`src/rtl/alu_uart_interface.sv`:
```
// rtl/alu_uart_interface.sv - RX byte collector / ALU operand driver / TX result sequencer
// Optional opcode validation and o_op_error port enabled by ALU_IF_OPCODE_CHECK_EN.
module alu_uart_interface #(
    parameter int NB_DATA = 8,
    parameter int NB_OP   = 6
) (
    input  logic               i_clk,
    input  logic               i_reset,
    input  logic [NB_DATA-1:0] i_rx_data,
    input  logic               i_rx_done,
    input  logic [NB_DATA-1:0] i_alu_result,
    input  logic               i_tx_done,
    output logic [NB_DATA-1:0] o_dato_a,
    output logic [NB_DATA-1:0] o_dato_b,
    output logic [NB_OP-1:0]   o_operation,
    output logic [NB_DATA-1:0] o_tx_data,
    output logic               o_tx_start,
    output logic               o_busy
`ifdef ALU_IF_OPCODE_CHECK_EN
    ,
    output logic               o_op_error
`endif
);

    typedef enum logic [2:0] {
        WAIT_A  = 3'd0,
        WAIT_B  = 3'd1,
        WAIT_OP = 3'd2,
        CALC    = 3'd3,
        SEND    = 3'd4,
        WAIT_TX = 3'd5
    } state_t;

    state_t state;
    state_t next_state;

`ifdef ALU_IF_OPCODE_CHECK_EN
    function automatic logic op_supported(input logic [NB_OP-1:0] op);
        return (op == NB_OP'('h20)) || (op == NB_OP'('h22)) ||
               (op == NB_OP'('h24)) || (op == NB_OP'('h25)) ||
               (op == NB_OP'('h26)) || (op == NB_OP'('h03)) ||
               (op == NB_OP'('h02)) || (op == NB_OP'('h27));
    endfunction
`endif

    always_ff @(posedge i_clk) begin
        if (i_reset) begin
            state <= WAIT_A;
        end else begin
            state <= next_state;
        end
    end

    always_comb begin
        next_state = state;
        case (state)
            WAIT_A:  if (i_rx_done) next_state = WAIT_B;
            WAIT_B:  if (i_rx_done) next_state = WAIT_OP;
            WAIT_OP: if (i_rx_done) next_state = CALC;
            CALC:    next_state = SEND;
            SEND:    next_state = WAIT_TX;
            WAIT_TX: if (i_tx_done) next_state = WAIT_A;
            default: next_state = WAIT_A;
        endcase
    end

    // Operand/opcode registers only change on accepted bytes, keeping ALU inputs stable
    always_ff @(posedge i_clk) begin
        if (i_reset) begin
            o_dato_a    <= '0;
            o_dato_b    <= '0;
            o_operation <= '0;
            o_tx_data   <= '0;
`ifdef ALU_IF_OPCODE_CHECK_EN
            o_op_error  <= 1'b0;
`endif
        end else begin
            case (state)
                WAIT_A: begin
                    if (i_rx_done) begin
                        o_dato_a <= i_rx_data;
`ifdef ALU_IF_OPCODE_CHECK_EN
                        o_op_error <= 1'b0;
`endif
                    end
                end
                WAIT_B: begin
                    if (i_rx_done) o_dato_b <= i_rx_data;
                end
                WAIT_OP: begin
                    if (i_rx_done) o_operation <= i_rx_data[NB_OP-1:0];
                end
                CALC: begin
`ifdef ALU_IF_OPCODE_CHECK_EN
                    if (op_supported(o_operation)) begin
                        o_tx_data <= i_alu_result;
                    end else begin
                        o_tx_data  <= '1;
                        o_op_error <= 1'b1;
                    end
`else
                    o_tx_data <= i_alu_result;
`endif
                end
                default: ;
            endcase
        end
    end

    assign o_tx_start = (state == SEND);
    assign o_busy     = (state == CALC) || (state == SEND) || (state == WAIT_TX);

endmodule

```
`config.mk`:
```
export PLATFORM = sky130hd
export DESIGN_NAME = alu_uart_interface
export DESIGN_NICKNAME = d
export VERILOG_FILES = /design/src/rtl/alu_uart_interface.sv
export SDC_FILE = /design/constraint.sdc
export NUM_CORES = 1
export LEC_CHECK = 0
export ABC_AREA = 0
export CAP_MARGIN = 20
export CORE_ASPECT_RATIO = 1.75
export CORE_UTILIZATION = 35
export DETAILED_ROUTE_END_ITERATION = 10
export PLACE_DENSITY = 0.75
export SYNTH_ARGS = -nofsm -noshare
export SYNTH_HDL_FRONTEND = slang
export SYNTH_SLANG_ARGS = --single-unit
```
`constraint.sdc`:
```
create_clock -name i_clk -period 1.7 [get_ports i_clk]
set_input_delay 0.34 -clock i_clk [delete_from_list [all_inputs] [get_ports i_clk]]
set_output_delay 0.34 -clock i_clk [all_outputs]
set_load 0.01 [all_outputs]
```
==> reports/qor.txt, run 1 <==
FF-to-FF End -> o_dato_a[3]
PD cells -> 936 nW/um^2
Synth Area per Inst -> 9.93 um^2
average vias per placed instance -> 4.65
CTS Buf Count -> 5
cells on worst reg2reg path -> 4
# DRC -> 0
sequential fraction of the synthesis area -> 0.528
largest net degree at the start of global routing -> 34
# IOs -> 52
Gate Count Post-Synth -> 126
nets -> 201
met1 Use GR -> 0.193
f_max -> 633 MHz
CP arrival -> 1.24 ns
total grt overflow -> 0
PortBufs -> 51
Hold Path Class -> reg2reg
number of fill cells -> 306
critical path capture point type -> primary output
Worst EP required -> 1.36 ns
Starting Density -> 0.368
Slew @ Worst Pin -> 0.450 ns
first-pass GRT wire length -> 4.60 mm
ranking of synthesized cells by area -> dfxtp_1 53%, mux2i_1 18%, nor2_1 6.9%, nand2_1 5.1%, a21oi_1 3.6%
distinct cell type count after synthesis -> 19
Yosys warning total -> 0
Worst setup endpoint -> o_tx_start
synth-to-layout area growth -> 55.3%
Crit Path Max Fanout -> 3
Slowest cell on crit path -> dfxtp_1
Reg-to-Reg Start -> state[2]
H-tree depth -> 2
P_leak -> 0.779 nW
met3 track demand over resource -> 0.0467
Slew HR -> 0.699
FF-to-FF setup slack -> 0.25 ns
std cell rows -> 28
Synth top area share -> 0.528
Layout Skew -> 0.00603 ns
RSZ-0062 raised after global routing -> no
Final Cycle Share -> 0.929
GRT Resource Usage Total -> 0.168
minimum clock period -> 1.58 ns
Final ANT Viol Nets -> 0
HPWL after DPL -> 2.11 mm
Max Slew Vio Count -> 0
Clock Tree Buf Depth -> 2
worst-skew pair later-pin latency -> 0.29 ns
Yosys reg bits -> 33
DR WL/cell -> 12.7 um
ant diodes -> 0
final hold vios -> 0
DRT Wirelength -> 2.89 mm
CP peak stage delay -> 0.34 ns
worst hold path startpoint -> o_dato_a[1]
VDD IR-drop max -> 795 uV
Die Y -> 81.1 um
area of placed instances -> 1830 um^2
Core Footprint -> 3400 um^2
initial antenna violation count -> 0
met2 Usage GRT -> 0.278
crit path cell chain -> or2b_1 > nor2_1 > dlygate4sd2_1
vias in the first global route -> 1,032
gpl congestion -> 0.702
post-synth net total -> 146
drt pass-1 iters -> 2
area leader, netlist -> dfxtp_1
clk root buf -> clkbuf_8
1st-iter DRT viols -> 10
Syn Std Cell Area -> 1250 um^2
die width -> 47.2 um
CTS sink count -> 33
Max Cap Viol -> 0
Die Area -> 3830 um^2
status -> complete, no violations
share of layout cells above drive strength 1 -> 0.0989
final instance area -> 1940 um^2
Setup violations, final -> 0
via count -> 1,055
hold_buf cts -> 0
CP Class -> reg2out
Worst setup SP type -> flop
hold_ws -> 0.457 ns
Worst Setup SP -> state[2]
clock-pin slew on the worst setup and hold paths -> 0.07 ns
Most Crowded Layer GR -> met2
TritonCTS clock tree -> done
## worst min path at each step
stage	endpoint	slack, ns	cells past startpoint
3_3_place_gp	o_dato_a[3]	0.45	2
2_1_floorplan	o_dato_a[0]	0.48	2
5_1_grt	o_dato_a[1]	0.48	2
3_5_place_dp	o_dato_a[1]	0.45	2
4_1_cts	o_dato_a[1]	0.46	2
6_report	o_dato_a[1]	0.46	2
## cells in the final DEF, fill, tap and decap left out
master	Yosys	layout
clkdlybuf4s50_1	0	49
dfxtp_1	33	32
nor2_1	23	23
mux2i_1	22	22
nand2_1	17	17
a21oi_1	9	9
clkbuf_8	0	6
buf_4	3	5
nand3b_1	2	2
and4bb_2	2	2
or4b_1	2	2
dlygate4sd2_1	0	2
or2b_1	1	1
nand2b_1	1	1
a211oi_1	1	1
or3b_2	1	1
a21o_1	1	1
a31oi_1	1	1
nor4b_4	1	1
bufinv_16	0	1
clkbuf_1	3	1
buf_12	0	1
dfxtp_2	0	1
## layout make-up
class | instances | area (um^2) | area share
clock buffers | 7 | 86.3 | 0.0444
multi-input cells | 84 | 543 | 0.279
flip-flops and latches | 33 | 662 | 0.341
well taps | 45 | 56.3 | 0.0290
clock inverters | 1 | 30.0 | 0.0155
repair buffers | 57 | 566 | 0.291
## layer usage
layer  up-vias  share of wire
li1        530              -
met1       491           0.41
met2        27           0.53
met3         7          0.043
met4         0          0.020
met5         -              0
## cell usage after synthesis
cell type	n
buf_1	1
a21oi_1	9
a31oi_1	1
a211oi_1	1
or3b_2	1
nand2b_1	1
nand2_1	17
mux2i_1	22
nor2_1	23
buf_2	2
a21o_1	1
clkbuf_1	3
or2b_1	1
buf_4	3
or4b_1	2
and4bb_2	2
dfxtp_1	33
nand3b_1	2
nor4b_4	1
## critical path: cells and delay by family (launching register included)
kind	cells	cell delay (ns)
buf+inv	1	0.27
flops	1	0.34
simple gates	2	0.35
## metrics by stage
stage | util | cells | setup TNS [ns] | total power, mW | setup WS [ns]
finish | 0.572 | 227 | 0 | 1.82 | 0.121
CTS | 0.572 | 227 | 0 | 1.85 | 0.105
global route | 0.572 | 227 | 0 | 1.89 | 0.0596
floorplan | - | 126 | 0 | 0.945 | 0.439
detailed placement | 0.538 | 219 | -0.967 | 1.08 | -0.109
global placement | 0.538 | 219 | -0.537 | 1.07 | -0.0675
## logic make-up (layout without fill, tap and decap cells)
| group | after synthesis | after routing | synth area share |
|---|---|---|---|
| muxes | 22 | 22 | 0.176 |
| DFF | 33 | 33 | 0.528 |
| buffers and inverters | 9 | 65 | 0.0380 |
| AOI/OAI and AO/OA | 12 | 12 | 0.0530 |
| and+or+nand+nor | 50 | 50 | 0.205 |
## state kept, by name (all words and copies together), names as in the netlist
signal,flops
o_dato_a,8
o_dato_b,8
o_tx_data,8
o_operation,6
state,3
## power by group
group | switching [mW] | internal (mW) | total [mW]
combinational | 0.0959 | 0.135 | 0.231
sequential | 0.0199 | 0.804 | 0.824
clock | 0.286 | 0.478 | 0.764
## what timing repair did
action,4_1_cts,5_1_grt
endpoints found under the setup margin,2,0
gates resized for setup,3,0
buffers inserted,0,0
endpoints found under the hold margin,0,0
No activity file was read; power rests on OpenSTA's default activity.
==> inputs of run 2 (changes only) <==
==> constraint.sdc (replaced) <==
create_clock -name i_clk -period 1.7 [get_ports i_clk]
set_input_delay 0.34 -clock i_clk [delete_from_list [all_inputs] [get_ports i_clk]]
set_output_delay 0.34 -clock i_clk [all_outputs]
set_load 0.05 [all_outputs]
==> run 2 against run 1 <==
- sequential share of layout area is 1.9 points higher
- largest power group unchanged
- die area did not move
- utilization down 3.0 points
==> reports/qor.txt, run 2 (same netlist as run 1, synthesis figures left out) <==
final instance area -> 1840 um^2
drt pass-1 iters -> 6
1st-iter DRT viols -> 26
area occupied by registers -> 663 um^2
GRT Resource Usage Total -> 0.166
area of placed instances -> 1750 um^2
HPWL after DPL -> 2.12 mm
CTS sink count -> 33
number of fill cells -> 327
Die Y -> 81.1 um
VDD IR-drop max -> 815 uV
# DRC -> 0
Multi-input gate area -> 546 um^2
PortBufs -> 51
Max Slew Vio Count -> 0
RSZ-0062 raised after global routing -> no
# IOs -> 52
Worst EP required -> 1.36 ns
hold_buf cts -> 0
Post-Route M1 WL -> 1.11 mm
TritonCTS clock tree -> done
worst-skew pair later-pin latency -> 0.28 ns
clk root buf -> clkbuf_8
Final Cycle Share -> 0.966
Tot Pwr -> 1.71 mW
first-pass GRT wire length -> 4.53 mm
synth-to-layout area growth -> 47.2%
postcts setup bufs -> 0
Non-Filler Instances -> 223
most frequent cells in the layout -> 32 x buf_4, 31 x dfxtp_1, 22 x mux2i_1, 22 x nor2_1, 19 x clkdlybuf4s50_1
DR top layer -> met4
Die Area -> 3830 um^2
met3 wire length -> 137 um
clock-pin slew on the worst setup and hold paths -> 0.06 ns
Slew HR -> 0.696
leading registers by flop count -> o_dato_a (8), o_dato_b (8), o_tx_data (8)
CTS Buf Count -> 5
Worst setup SP type -> flop
gpl congestion -> 0.687
CP arrival -> 1.30 ns
minimum clock period -> 1.64 ns
ant diodes -> 0
Layout Skew -> 0.00337 ns
critical path capture point type -> primary output
average vias per placed instance -> 4.72
f_max -> 609 MHz
DRT Wirelength -> 2.83 mm
P_leak -> 0.808 nW
PD cells -> 927 nW/um^2
share of layout cells above drive strength 1 -> 0.270
largest net degree at the start of global routing -> 34
commonest non-fill, non-tap cell in the layout -> buf_4
wire length on met2 -> 1.51 mm
vias in the first global route -> 1,048
DR WL/cell -> 12.7 um
initial antenna violation count -> 0
Clock Tree Buf Depth -> 2
Core Footprint -> 3400 um^2
Max Cap Viol -> 0
die width -> 47.2 um
H-tree depth -> 2
Starting Density -> 0.368
nets -> 198
Setup violations, final -> 0
Final ANT Viol Nets -> 0
CP Class -> reg2out
total grt overflow -> 0
Hold Path Class -> reg2reg
final hold vios -> 0
std cell rows -> 28
via count -> 1,053
DP Cell Count -> 216
Crit Path Max Fanout -> 9
Slew @ Worst Pin -> 0.454 ns
status -> complete, no violations
==> run 2: cell types whose count changed in the layout (fill, tap and decap cells not counted) <==
cell             change
dlygate4sd2_1        -2
buf_4               +27
bufinv_16            -1
nor2_2               +1
dfxtp_1              -1
nor2_1               -1
buf_12               +2
clkdlybuf4s50_1     -30
dfxtp_2              +1
==> run 2: repair_timing <==
| action | in CTS | in global routing |
|---|---|---|
| pin swaps | 0 | 0 |
| gates resized for setup | 2 | 1 |
| endpoints found under the setup margin | 1 | 1 |
==> run 2: path summary, 6_finish.rpt <==
path,slack (ns),startpoint,end,cells past startpoint
worst min register to register,0.46,o_dato_a[1],o_dato_a[1],2
worst max register to register,0.36,state[1],o_dato_a[0],3
worst min-delay path,0.46,o_dato_a[1],o_dato_a[1],2
worst max-delay path,0.06,state[2],o_tx_start,3
==> run 2: cell type report <==
cell class	count	area share
clock buffers	7	0.0469
flip-flops and latches	33	0.360
repair buffers	54	0.266
multi-input cells	84	0.296
well taps	45	0.0306
==> run 2: power breakdown <==
part | internal [mW] | switching (mW) | leakage [nW]
clock network | 0.321 | 0.255 | 0.0443
logic | 0.125 | 0.176 | 0.495
registers | 0.805 | 0.0253 | 0.269
total | 1.25 | 0.457 | 0.808
==> run 2: worst max-delay path, stage by stage, from the launching register on <==
cell and delay, ns:
dfxtp_2 0.41, or2b_1 0.29, nor2_2 0.17, buf_12 0.16
==> run 2: stage by stage <==
stage | utilization | setup WS, ns | hold slack [ns] | TNS [ns]
detailed placement | 0.515 | -0.0893 | 0.448 | -0.886
global placement | 0.515 | -0.0683 | 0.450 | -0.526
floorplan | - | 0.0131 | 0.476 | 0
global route | 0.542 | 0.0283 | 0.494 | 0
CTS | 0.542 | 0.0475 | 0.457 | 0
finish | 0.542 | 0.0585 | 0.456 | 0
==> run 2: per-layer routing <==
metal | global-route usage | vias to the layer above
li1 | - | 523
met1 | 0.173 | 489
met2 | 0.271 | 33
met3 | 0.0600 | 8
met4 | 0.100 | 0
met5 | 0 | -
==> inputs of run 3 (changes only) <==
--- a/config.mk
+++ b/config.mk
@@ -9,6 +9,7 @@
 export CAP_MARGIN = 20
 export CORE_ASPECT_RATIO = 1.75
 export CORE_UTILIZATION = 35
+export CTS_CLUSTER_DIAMETER = 100
 export DETAILED_ROUTE_END_ITERATION = 10
 export PLACE_DENSITY = 0.75
 export SYNTH_ARGS = -nofsm -noshare
==> results of run 3 <==
The final DEF is identical to that of run 2; final timing and power are the same.
